$ cat config.mk
export PLATFORM = sky130hd
export DESIGN_NAME = shifter_ctrl
export DESIGN_NICKNAME = d
export VERILOG_FILES = /design/src/rtl/shifter_ctrl_pkg.sv /design/src/rtl/shifter_ctrl_arb.sv /design/src/rtl/shifter_ctrl.sv
export SDC_FILE = /design/constraint.sdc
export NUM_CORES = 1
export LEC_CHECK = 0
export ABC_AREA = 0
export CAP_MARGIN = 20
export CORE_MARGIN = 4
export CORE_UTILIZATION = 35
export CTS_BUF_LIST = sky130_fd_sc_hd__clkbuf_16
export DETAILED_ROUTE_END_ITERATION = 7
export GPL_TIMING_DRIVEN = 0
export PLACE_DENSITY = 0.72
export SKIP_CTS_REPAIR_TIMING = 1
export SLEW_MARGIN = 20
export SYNTH_ARGS = -nofsm -noshare
export SYNTH_HDL_FRONTEND = slang
export SYNTH_HIERARCHICAL = 1
export SYNTH_SLANG_ARGS = --single-unit
$ cat constraint.sdc
create_clock -name clk -period 2.4 [get_ports clk]
set_input_delay 0.48 -clock clk [delete_from_list [all_inputs] [get_ports clk]]
set_output_delay 0.48 -clock clk [all_outputs]
set_load 0.02 [all_outputs]
$ cat src/rtl/shifter_ctrl_pkg.sv
// Shared types and constants for the shifter_ctrl command sequencer.
// Optional round-robin arbitration is enabled with SHIFTER_CTRL_RR_EN.
package shifter_ctrl_pkg;

    typedef enum logic [1:0] {
        OP_LOAD = 2'b00,
        OP_SHR  = 2'b01,
        OP_SHL  = 2'b10,
        OP_READ = 2'b11
    } op_e;

    typedef enum logic [1:0] {
        ST_IDLE,
        ST_LOAD,
        ST_SHIFT,
        ST_DONE
    } state_e;

    localparam logic [2:0] PC_LOAD = 3'b000;
    localparam logic [2:0] PC_SR   = 3'b010;
    localparam logic [2:0] PC_SL   = 3'b100;

    function automatic logic op_shifts(input op_e op);
        return (op == OP_SHR) || (op == OP_SHL);
    endfunction

endpackage

$ cat src/rtl/shifter_ctrl_arb.sv
// Two-way request arbiter: fixed req0 priority, or round-robin when
// SHIFTER_CTRL_RR_EN is defined.
module shifter_ctrl_arb
    import shifter_ctrl_pkg::*;
(
`ifdef SHIFTER_CTRL_RR_EN
    input  logic clk,
    input  logic clr,
`endif
    input  logic enable,
    input  logic valid0,
    input  logic valid1,
    output logic ready0,
    output logic ready1,
    output logic grant_id
);

`ifdef SHIFTER_CTRL_RR_EN
    logic last_grant;

    // On contention, favour whichever requester was not served last.
    always_comb begin
        if (valid0 && valid1) begin
            grant_id = ~last_grant;
        end else begin
            grant_id = valid1 && !valid0;
        end
    end

    always_ff @(posedge clk or negedge clr) begin
        if (!clr) begin
            last_grant <= 1'b1;
        end else if (ready0 || ready1) begin
            last_grant <= grant_id;
        end
    end
`else
    always_comb begin
        grant_id = valid1 && !valid0;
    end
`endif

    always_comb begin
        ready0 = enable && valid0 && !grant_id;
        ready1 = enable && valid1 && grant_id;
    end

endmodule

$ cat src/rtl/shifter_ctrl.sv
// Two-requester command sequencer driving a shifter's load/shift controls.
// Define SHIFTER_CTRL_RR_EN for round-robin arbitration between requesters.
module shifter_ctrl
    import shifter_ctrl_pkg::*;
#(
    parameter int WIDTH = 4,
    parameter int CNT_W = 3
) (
    input  logic             clk,
    input  logic             clr,
    input  logic             req0_valid,
    output logic             req0_ready,
    input  logic [1:0]       req0_op,
    input  logic [WIDTH-1:0] req0_data,
    input  logic [CNT_W-1:0] req0_cnt,
    input  logic             req0_fill,
    input  logic             req1_valid,
    output logic             req1_ready,
    input  logic [1:0]       req1_op,
    input  logic [WIDTH-1:0] req1_data,
    input  logic [CNT_W-1:0] req1_cnt,
    input  logic             req1_fill,
    output logic             done,
    output logic             done_id,
    output logic [WIDTH-1:0] result,
    output logic             busy,
    output logic [WIDTH-1:0] sh_D,
    output logic             sh_D_sr,
    output logic             sh_D_sl,
    output logic             sh_ld,
    output logic             sh_sr,
    output logic             sh_sl,
    output logic [2:0]       sh_prior_con,
    input  logic [WIDTH-1:0] sh_Q
);

    state_e           state;
    state_e           state_nxt;
    op_e              op_q;
    logic [WIDTH-1:0] data_q;
    logic [CNT_W-1:0] cnt_q;
    logic             fill_q;
    logic             id_q;
    logic             arb_enable;
    logic             grant_id;
    logic             accept;
    op_e              sel_op;

    // Gating with clr keeps both readys low while reset is asserted.
    assign arb_enable = (state == ST_IDLE) && clr;

    shifter_ctrl_arb u_arb (
`ifdef SHIFTER_CTRL_RR_EN
        .clk      (clk),
        .clr      (clr),
`endif
        .enable   (arb_enable),
        .valid0   (req0_valid),
        .valid1   (req1_valid),
        .ready0   (req0_ready),
        .ready1   (req1_ready),
        .grant_id (grant_id)
    );

    assign accept = req0_ready || req1_ready;
    assign sel_op = grant_id ? op_e'(req1_op) : op_e'(req0_op);

    always_ff @(posedge clk or negedge clr) begin
        if (!clr) begin
            state <= ST_IDLE;
        end else begin
            state <= state_nxt;
        end
    end

    always_ff @(posedge clk or negedge clr) begin
        if (!clr) begin
            op_q   <= OP_LOAD;
            data_q <= '0;
            cnt_q  <= '0;
            fill_q <= 1'b0;
            id_q   <= 1'b0;
        end else if (accept) begin
            op_q   <= sel_op;
            data_q <= grant_id ? req1_data : req0_data;
            cnt_q  <= grant_id ? req1_cnt  : req0_cnt;
            fill_q <= grant_id ? req1_fill : req0_fill;
            id_q   <= grant_id;
        end else if (state == ST_SHIFT) begin
            cnt_q  <= cnt_q - CNT_W'(1);
        end
    end

    always_comb begin
        state_nxt = state;
        case (state)
            ST_IDLE: begin
                if (accept) begin
                    state_nxt = (sel_op == OP_READ) ? ST_DONE : ST_LOAD;
                end
            end
            ST_LOAD: begin
                state_nxt = (op_shifts(op_q) && (cnt_q != '0)) ? ST_SHIFT : ST_DONE;
            end
            ST_SHIFT: begin
                if (cnt_q == CNT_W'(1)) begin
                    state_nxt = ST_DONE;
                end
            end
            ST_DONE: begin
                state_nxt = ST_IDLE;
            end
            default: begin
                state_nxt = ST_IDLE;
            end
        endcase
    end

    always_comb begin
        sh_D         = '0;
        sh_D_sr      = 1'b0;
        sh_D_sl      = 1'b0;
        sh_ld        = 1'b0;
        sh_sr        = 1'b0;
        sh_sl        = 1'b0;
        sh_prior_con = PC_LOAD;
        done         = 1'b0;
        done_id      = 1'b0;
        result       = '0;
        busy         = (state != ST_IDLE);
        case (state)
            ST_LOAD: begin
                sh_ld        = 1'b1;
                sh_D         = data_q;
                sh_prior_con = PC_LOAD;
            end
            ST_SHIFT: begin
                sh_D_sr = fill_q;
                sh_D_sl = fill_q;
                if (op_q == OP_SHL) begin
                    sh_sl        = 1'b1;
                    sh_prior_con = PC_SL;
                end else begin
                    sh_sr        = 1'b1;
                    sh_prior_con = PC_SR;
                end
            end
            ST_DONE: begin
                done    = 1'b1;
                done_id = id_q;
                result  = sh_Q;
            end
            default: begin
            end
        endcase
    end

endmodule

==> key figures <==
Status
  • Status: completed

Synthesis
  • Sequential cell area fraction in the yosys report: 33.8%
  • Cell variety after synth: 32
  • Average size of a mapped cell: 9.34 um^2
  • Most area-hungry cell type in the Yosys netlist: dfrtp_1
  • Synth Flop Type: dfrtp_1
  • Post-synth ARST share: 100%
  • Post-Syn Nets: 140
  • Synth Warn #: 6
  • Most common cell in the netlist: dfrtp_1
  • Post-synth EDFFs: 0
  • Yosys top cell area share: 33.8%
  • Flops & latches, synth: 13
  • Dominant cells by area after synthesis: dfrtp_1 (34%), ha_1 (12%), mux2i_1 (8.3%)
  • Top cells by count, synth: dfrtp_1 (13), and2_1 (12), nand2_1 (10), ha_1 (9)
  • Post-Syn Area: 962 um^2
  • Cell count after synthesis: 103

Placement
  • Placer Congestion: 0.760
  • Number of port buffers: 47
  • Dpl ws: -0.540 ns
  • DPL Wire Length: 1960 um

STA
  • RSZ-0062 raised after global routing: false
  • Final period utilization: 96.8%
  • Setup TNS: 0 ns
  • Tmin final: 2.32 ns
  • Worst Setup Slack, final: 0.0768 ns
  • Final setup vio count: 0
  • Max Fclk: 0.430 GHz
  • Setup Skew: 0.00261 ns
  • Fin. max-slew vios: 0
  • Fin. Hold Viols: 0

Worst setup path
  • Critical Path AT: 1.84 ns
  • Worst Setup SP: state[0]
  • Reg-to-Reg Start: state[0]
  • Worst setup SP type: register
  • CP Data Required Time: 1.92 ns
  • Crit end category: output port
  • Crit Path Class: register to output port
  • CP max FO: 9

Power and ir drop
  • Worst VDD drop: 0.792 mV
  • Seq pwr share: 24.2%
  • Net Sw Power: 626 uW
  • Combinational power share: 57.4%
  • Switching Fraction: 37.6%
  • Int Pwr: 1.04 mW
  • Overall Power: 1.66 mW
  • Leak: 0.798 nW
  • P per Cell Area: 1060 mW/mm^2
  • Clock power frac: 18.4%

Global routing
  • Initial antenna violation count: 0
  • Vias in the first global route: 898
  • Pin count of the biggest net entering global routing: 15
  • Total GRT Usage: 13.7%
  • Grt total ovfl: 0
  • Global-route wire length before repair: 3800 um

Job
  • Max cap viols: 0

Finish
  • Filler instances: 235
  • FF/Latch Area: 325 um^2
  • Final cell utilization of the core: 61.4%
  • Fraction of layout cells with a size suffix above 1: 12.3%
  • Syn-to-layout area delta: 62.3%
  • Multi-input logic area: 562 um^2
  • Ant diodes: 0
  • Nets: 192

Detailed routing
  • Initial DRC count: 6
  • Detailed-route via count: 862
  • Drt total wl: 2430 um
  • Residual antenna-violating net count after detailed routing: 0
  • Drt wl/cell: 13.2 um
  • Via-to-Cell Ratio: 4.68
  • # DRC: 0
  • Initial DRT Pass Iterations: 4

Clock network
  • H-Tree Depth: 1
  • Max Root-Sink Buffers: 2
  • Clk sinks: 13
  • Clk pin slew, worst setup/hold paths: 0.05 ns
  • Total CTS buffers: 3
  • CTS tree: built
  • Root buffer cell: clkbuf_16
  • Worst-skew pair later-pin latency: 0.24 ns

Floorplan
  • Number of core rows: 18
  • Starting Density: 37.8%
  • Io pins: 49
  • Die ar.: 0.00365 mm^2
  • Die height: 60.4 um
  • Core box area: 0.00254 mm^2
  • Die X: 60.4 um

Min path
  • Hold Crit Class: input port to asynchronous set/reset pin
-- metrics by stage --
step / cell area (um^2) / instances / hold slack (ns)
after global placement: 1470 / 180 / 0.463
after floorplan: 962 / 103 / 0.184
final: 1560 / 184 / 0.138
after CTS: 1550 / 184 / 0.483
after global routing: 1560 / 184 / 0.171
after detailed placement: 1470 / 180 / 0.473
-- registers in the layout (all words and copies together), names as in the netlist --
| name | flops |
|---|---|
| state | 2 |
| op_q | 2 |
| fill_q | 1 |
| id_q | 1 |
| cnt_q | 3 |
| data_q | 4 |
-- kinds of logic after synthesis --
| logic type | share of synthesized area, % |
|---|---|
| AOI/OAI and AO/OA | 11.6 |
| DFF | 33.8 |
| other | 0.390 |
| and+or+nand+nor | 22.0 |
| xor gates and xnor gates | 1.82 |
| buffers and inverters | 8.06 |
| muxes | 10.7 |
| adders and majority gates | 11.7 |
-- final cells by class --
class	count	share of cell area [%]
multi-input cells	76	36.0
flip-flops and latches	13	20.8
inverters	6	1.44
clock inverters	1	0.240
clock buffers	3	4.81
plain buffers	8	3.53
repair buffers	47	30.8
well taps	30	2.40
-- power by group through the flow --
stage               combinational, mW  clock, mW  sequential (mW)
floorplan                       0.620          0            0.385
global placement                0.940          0            0.399
detailed placement              0.965          0            0.405
CTS                             0.974      0.314            0.402
global route                     1.04      0.322            0.417
finish                          0.954      0.306            0.403
-- layer usage --
layer	part of all wire [%]	vias up	GRT usage, %
met5	0	-	0
met4	0.49	0	4.64
met3	8.3	2	3.40
met2	50	33	24.4
met1	41	386	15.9
li1	-	441	-
-- critical path: stages (launching register included) --
cell	delay, ns
dfrtp_1	0.43
inv_1	0.12
ha_1	0.15
buf_4	0.15
and2_1	0.15
clkdlybuf4s50_1	0.61
-- final timing paths --
kind / to / slack (ns) / depth (start not counted)
min in group clk: data_q[1] / 0.48 / 2
min: data_q[0] / 0.14 / 1
min reg2reg: data_q[1] / 0.48 / 2
max: sh_D_sl / 0.08 / 5
max in group asynchronous: data_q[2] / 2.00 / 1
max reg2reg: state[1] / 0.37 / 7
-- layout by cell type, fill, tap and decap left out, types with 2 or more instances in the layout --
| cell | instances |
|---|---|
| a211oi_1 | 2 |
| dlymetal6s2s_1 | 6 |
| o21ai_1 | 8 |
| nor2b_1 | 3 |
| mux2i_1 | 8 |
| clkdlybuf4s50_1 | 40 |
| nand2_1 | 10 |
| buf_4 | 6 |
| xor2_1 | 2 |
| a21oi_1 | 2 |
| buf_2 | 2 |
| inv_1 | 7 |
| and2_1 | 12 |
| ha_1 | 8 |
| clkbuf_16 | 3 |
| nor2_1 | 2 |
| dfrtp_1 | 13 |
(Power assumes the default switching activity.)
==> RTL change (same settings) <==
Build with the macro `SHIFTER_CTRL_RR_EN` defined.
--- a/src/rtl/shifter_ctrl_arb.sv
+++ b/src/rtl/shifter_ctrl_arb.sv
@@ -1,5 +1,7 @@
 // Two-way request arbiter: fixed req0 priority, or round-robin when
 // SHIFTER_CTRL_RR_EN is defined.
+`define SHIFTER_CTRL_RR_EN
+
 module shifter_ctrl_arb
     import shifter_ctrl_pkg::*;
 (
Function: changed (a bounded check fails within 4 cycles, from zero or initial values).
==> RTL change against the original RTL <==
- sequential cell count up 1
- worst hold slack better by 3.5 ps
- first-iteration DRC count down 17%
- worst setup slack better by 59 ps
- cell area up 3.9%
- final cell count up 3.3%
- routed wire length down 0.37%
- utilization down 2.5 points
- die area up 3.6%
- count of clock-buffer cells in the layout unchanged
- power up 5.9%
- area after synthesis up 4.2%
- sequential power up 9.4%
- largest power group unchanged
==> RTL change: results <==
metrics = {
    "status": {
        "status": "complete, no violations",
    },
    "synth": {
        "synthAdderAreaFrac_pct": 11.24,
        "synth.yosys.seq_area_share_pct": 35.08,
        "yosys_warnings": 6,
        "synth_compound_area_share_pct": 13.11,
        "synth_xor_area_share_pct": 1.748,
        "synthDistinctLibCells": 31,
        "synth_edf_count": 0,
        "synthTopCellsByArea": "dfrtp_1 32%, ha_1 11%, and2_1 8.1%",
        "synth.mux.area_fraction_pct": 10.24,
        "postSynthAreaPerCell_sq_um": 9.366,
        "synth.top_cells.by_count": "13 x and2_1, 13 x dfrtp_1, 11 x nand2_1",
        "ys.flop_type": "dfrtp_1",
        "syn-num-nets": 144,
    },
    "critical_path": {
        "cp_max_fo": 6,
        "ff2ff_path_depth": 8,
        "cp_top_family": "buffers and inverters",
        "max_stage_delay_ps": 600,
        "rrSetupSlack_ps": 430,
        "slowest_stage": "clkdlybuf4s50_1",
        "rr_endpoint": "state[0]",
        "reg2reg_from": "state[0]",
        "cp.arrival_ps": 1780,
    },
    "grt": {
        "grt_pass1_wl_um": 4057,
        "grt_max_degree": 16,
        "antenna_found_initial": 0,
        "grt_pass1_vias": 929,
        "grt_usage_pct": 14.61,
    },
    "cells_and_area": {
        "fin_nets": 197,
        "fillers": 248,
        "diodes": 0,
        "finalNonFillerCells": 190,
        "top_regs": "data_q (4), cnt_q (3)",
        "drive_gt1_share_pct": 11.95,
    },
    "routing": {
        "routed_wl_um": 2418,
        "drt-initial-drc-count": 5,
        "viasPerCell": 4.737,
        "first_pass_iters": 4,
    },
    "placed_design": {
        "numPortBuffers": 47,
        "dp_hpwl_um": 1969,
        "postPlaceCellArea_sq_um": 1511,
        "preCtsSetupSlack_ps": -657.7,
        "gp_congestion": 0.6845,
    },
    "clocking": {
        "ctsHtreeMaxLevel": 1,
        "insertion_delay_ps": 240,
        "clk_pin_slew_ps": 50,
        "numCtsBuffers": 3,
        "clk_path_buf_depth": 2,
    },
    "sta": {
        "fin_skew_ps": 3.003,
    },
    "power_and_ir_drop": {
        "ir_worst_vdd_mv": 0.8445,
        "leakage_nw": 0.8623,
    },
    "worst_hold_path": {
        "hp-class": "in2async",
    },
}
RTL change: area by class of cell:
type	count	area, sq um	share of cell area, %
Clock buffer	3	75.07	4.626
Sequential cell	14	351.6	21.67
Tap cell	31	38.79	2.390
Timing Repair Buffer	48	493.0	30.38
Buffer	8	55.05	3.392
Inverter	6	22.52	1.388
Clock inverter	1	3.754	0.2313
Multi-Input combinational cell	79	583.1	35.93
RTL change: cell families (layout without fill, tap and decap cells):
group	count (synthesis)	in the layout
AND/OR/NAND/NOR	37	37
AO/OA/AOI/OAI	20	20
flip-flops	14	14
buffers and inverters	14	66
multiplexers	10	10
adder cells (fa/ha/maj)	9	9
XOR/XNOR	2	2
other	1	1
RTL change: how the worst max path moves through the flow:
stage,from,endpoint,slack [ps],cells past startpoint
finish,state[1],sh_D[3],140,4
global route,state[1],sh_D[3],40,4
CTS,clr,req0_ready,-660,5
detailed placement,clr,req0_ready,-660,5
global placement,clr,req0_ready,-630,5
floorplan,state[0],state[0],340,8
RTL change: metal layers:
metal / part of all wire [%] / routed length [um] / vias to the layer above / GRT usage, %
li1: - / - / 455 / -
met1: 43 / 1045 / 399 / 18.05
met2: 43 / 1048 / 41 / 23.17
met3: 12 / 284 / 5 / 5.451
met4: 1.7 / 40 / 0 / 5.455
met5: 0 / 0 / - / 0
RTL change: report_power, final:
group | leakage [nW] | internal (mW) | switching, mW | total (mW)
registers | 0.168 | 0.360 | 0.0812 | 0.441
clock network | 0.0423 | 0.220 | 0.0941 | 0.314
logic | 0.652 | 0.516 | 0.490 | 1.01
total | 0.862 | 1.10 | 0.665 | 1.76
RTL change: stage by stage:
| stage | TNS (ps) | hold slack [ps] |
|---|---|---|
| 2_1_floorplan | 0 | 184.4 |
| 3_3_place_gp | -3709 | 464.2 |
| 3_5_place_dp | -4088 | 473.4 |
| 4_1_cts | -1579 | 482.4 |
| 5_1_grt | 0 | 171.9 |
| 6_report | 0 | 141.4 |
RTL change: worst reg2reg max path, cell delays in order, from the launching register on:
cell and delay [ps]:
dfrtp_1 430, inv_1 120, ha_1 210, and2_1 170, nand2_1 70, nor2_1 170
nor2_2 90, a22o_1 270, o32a_1 320
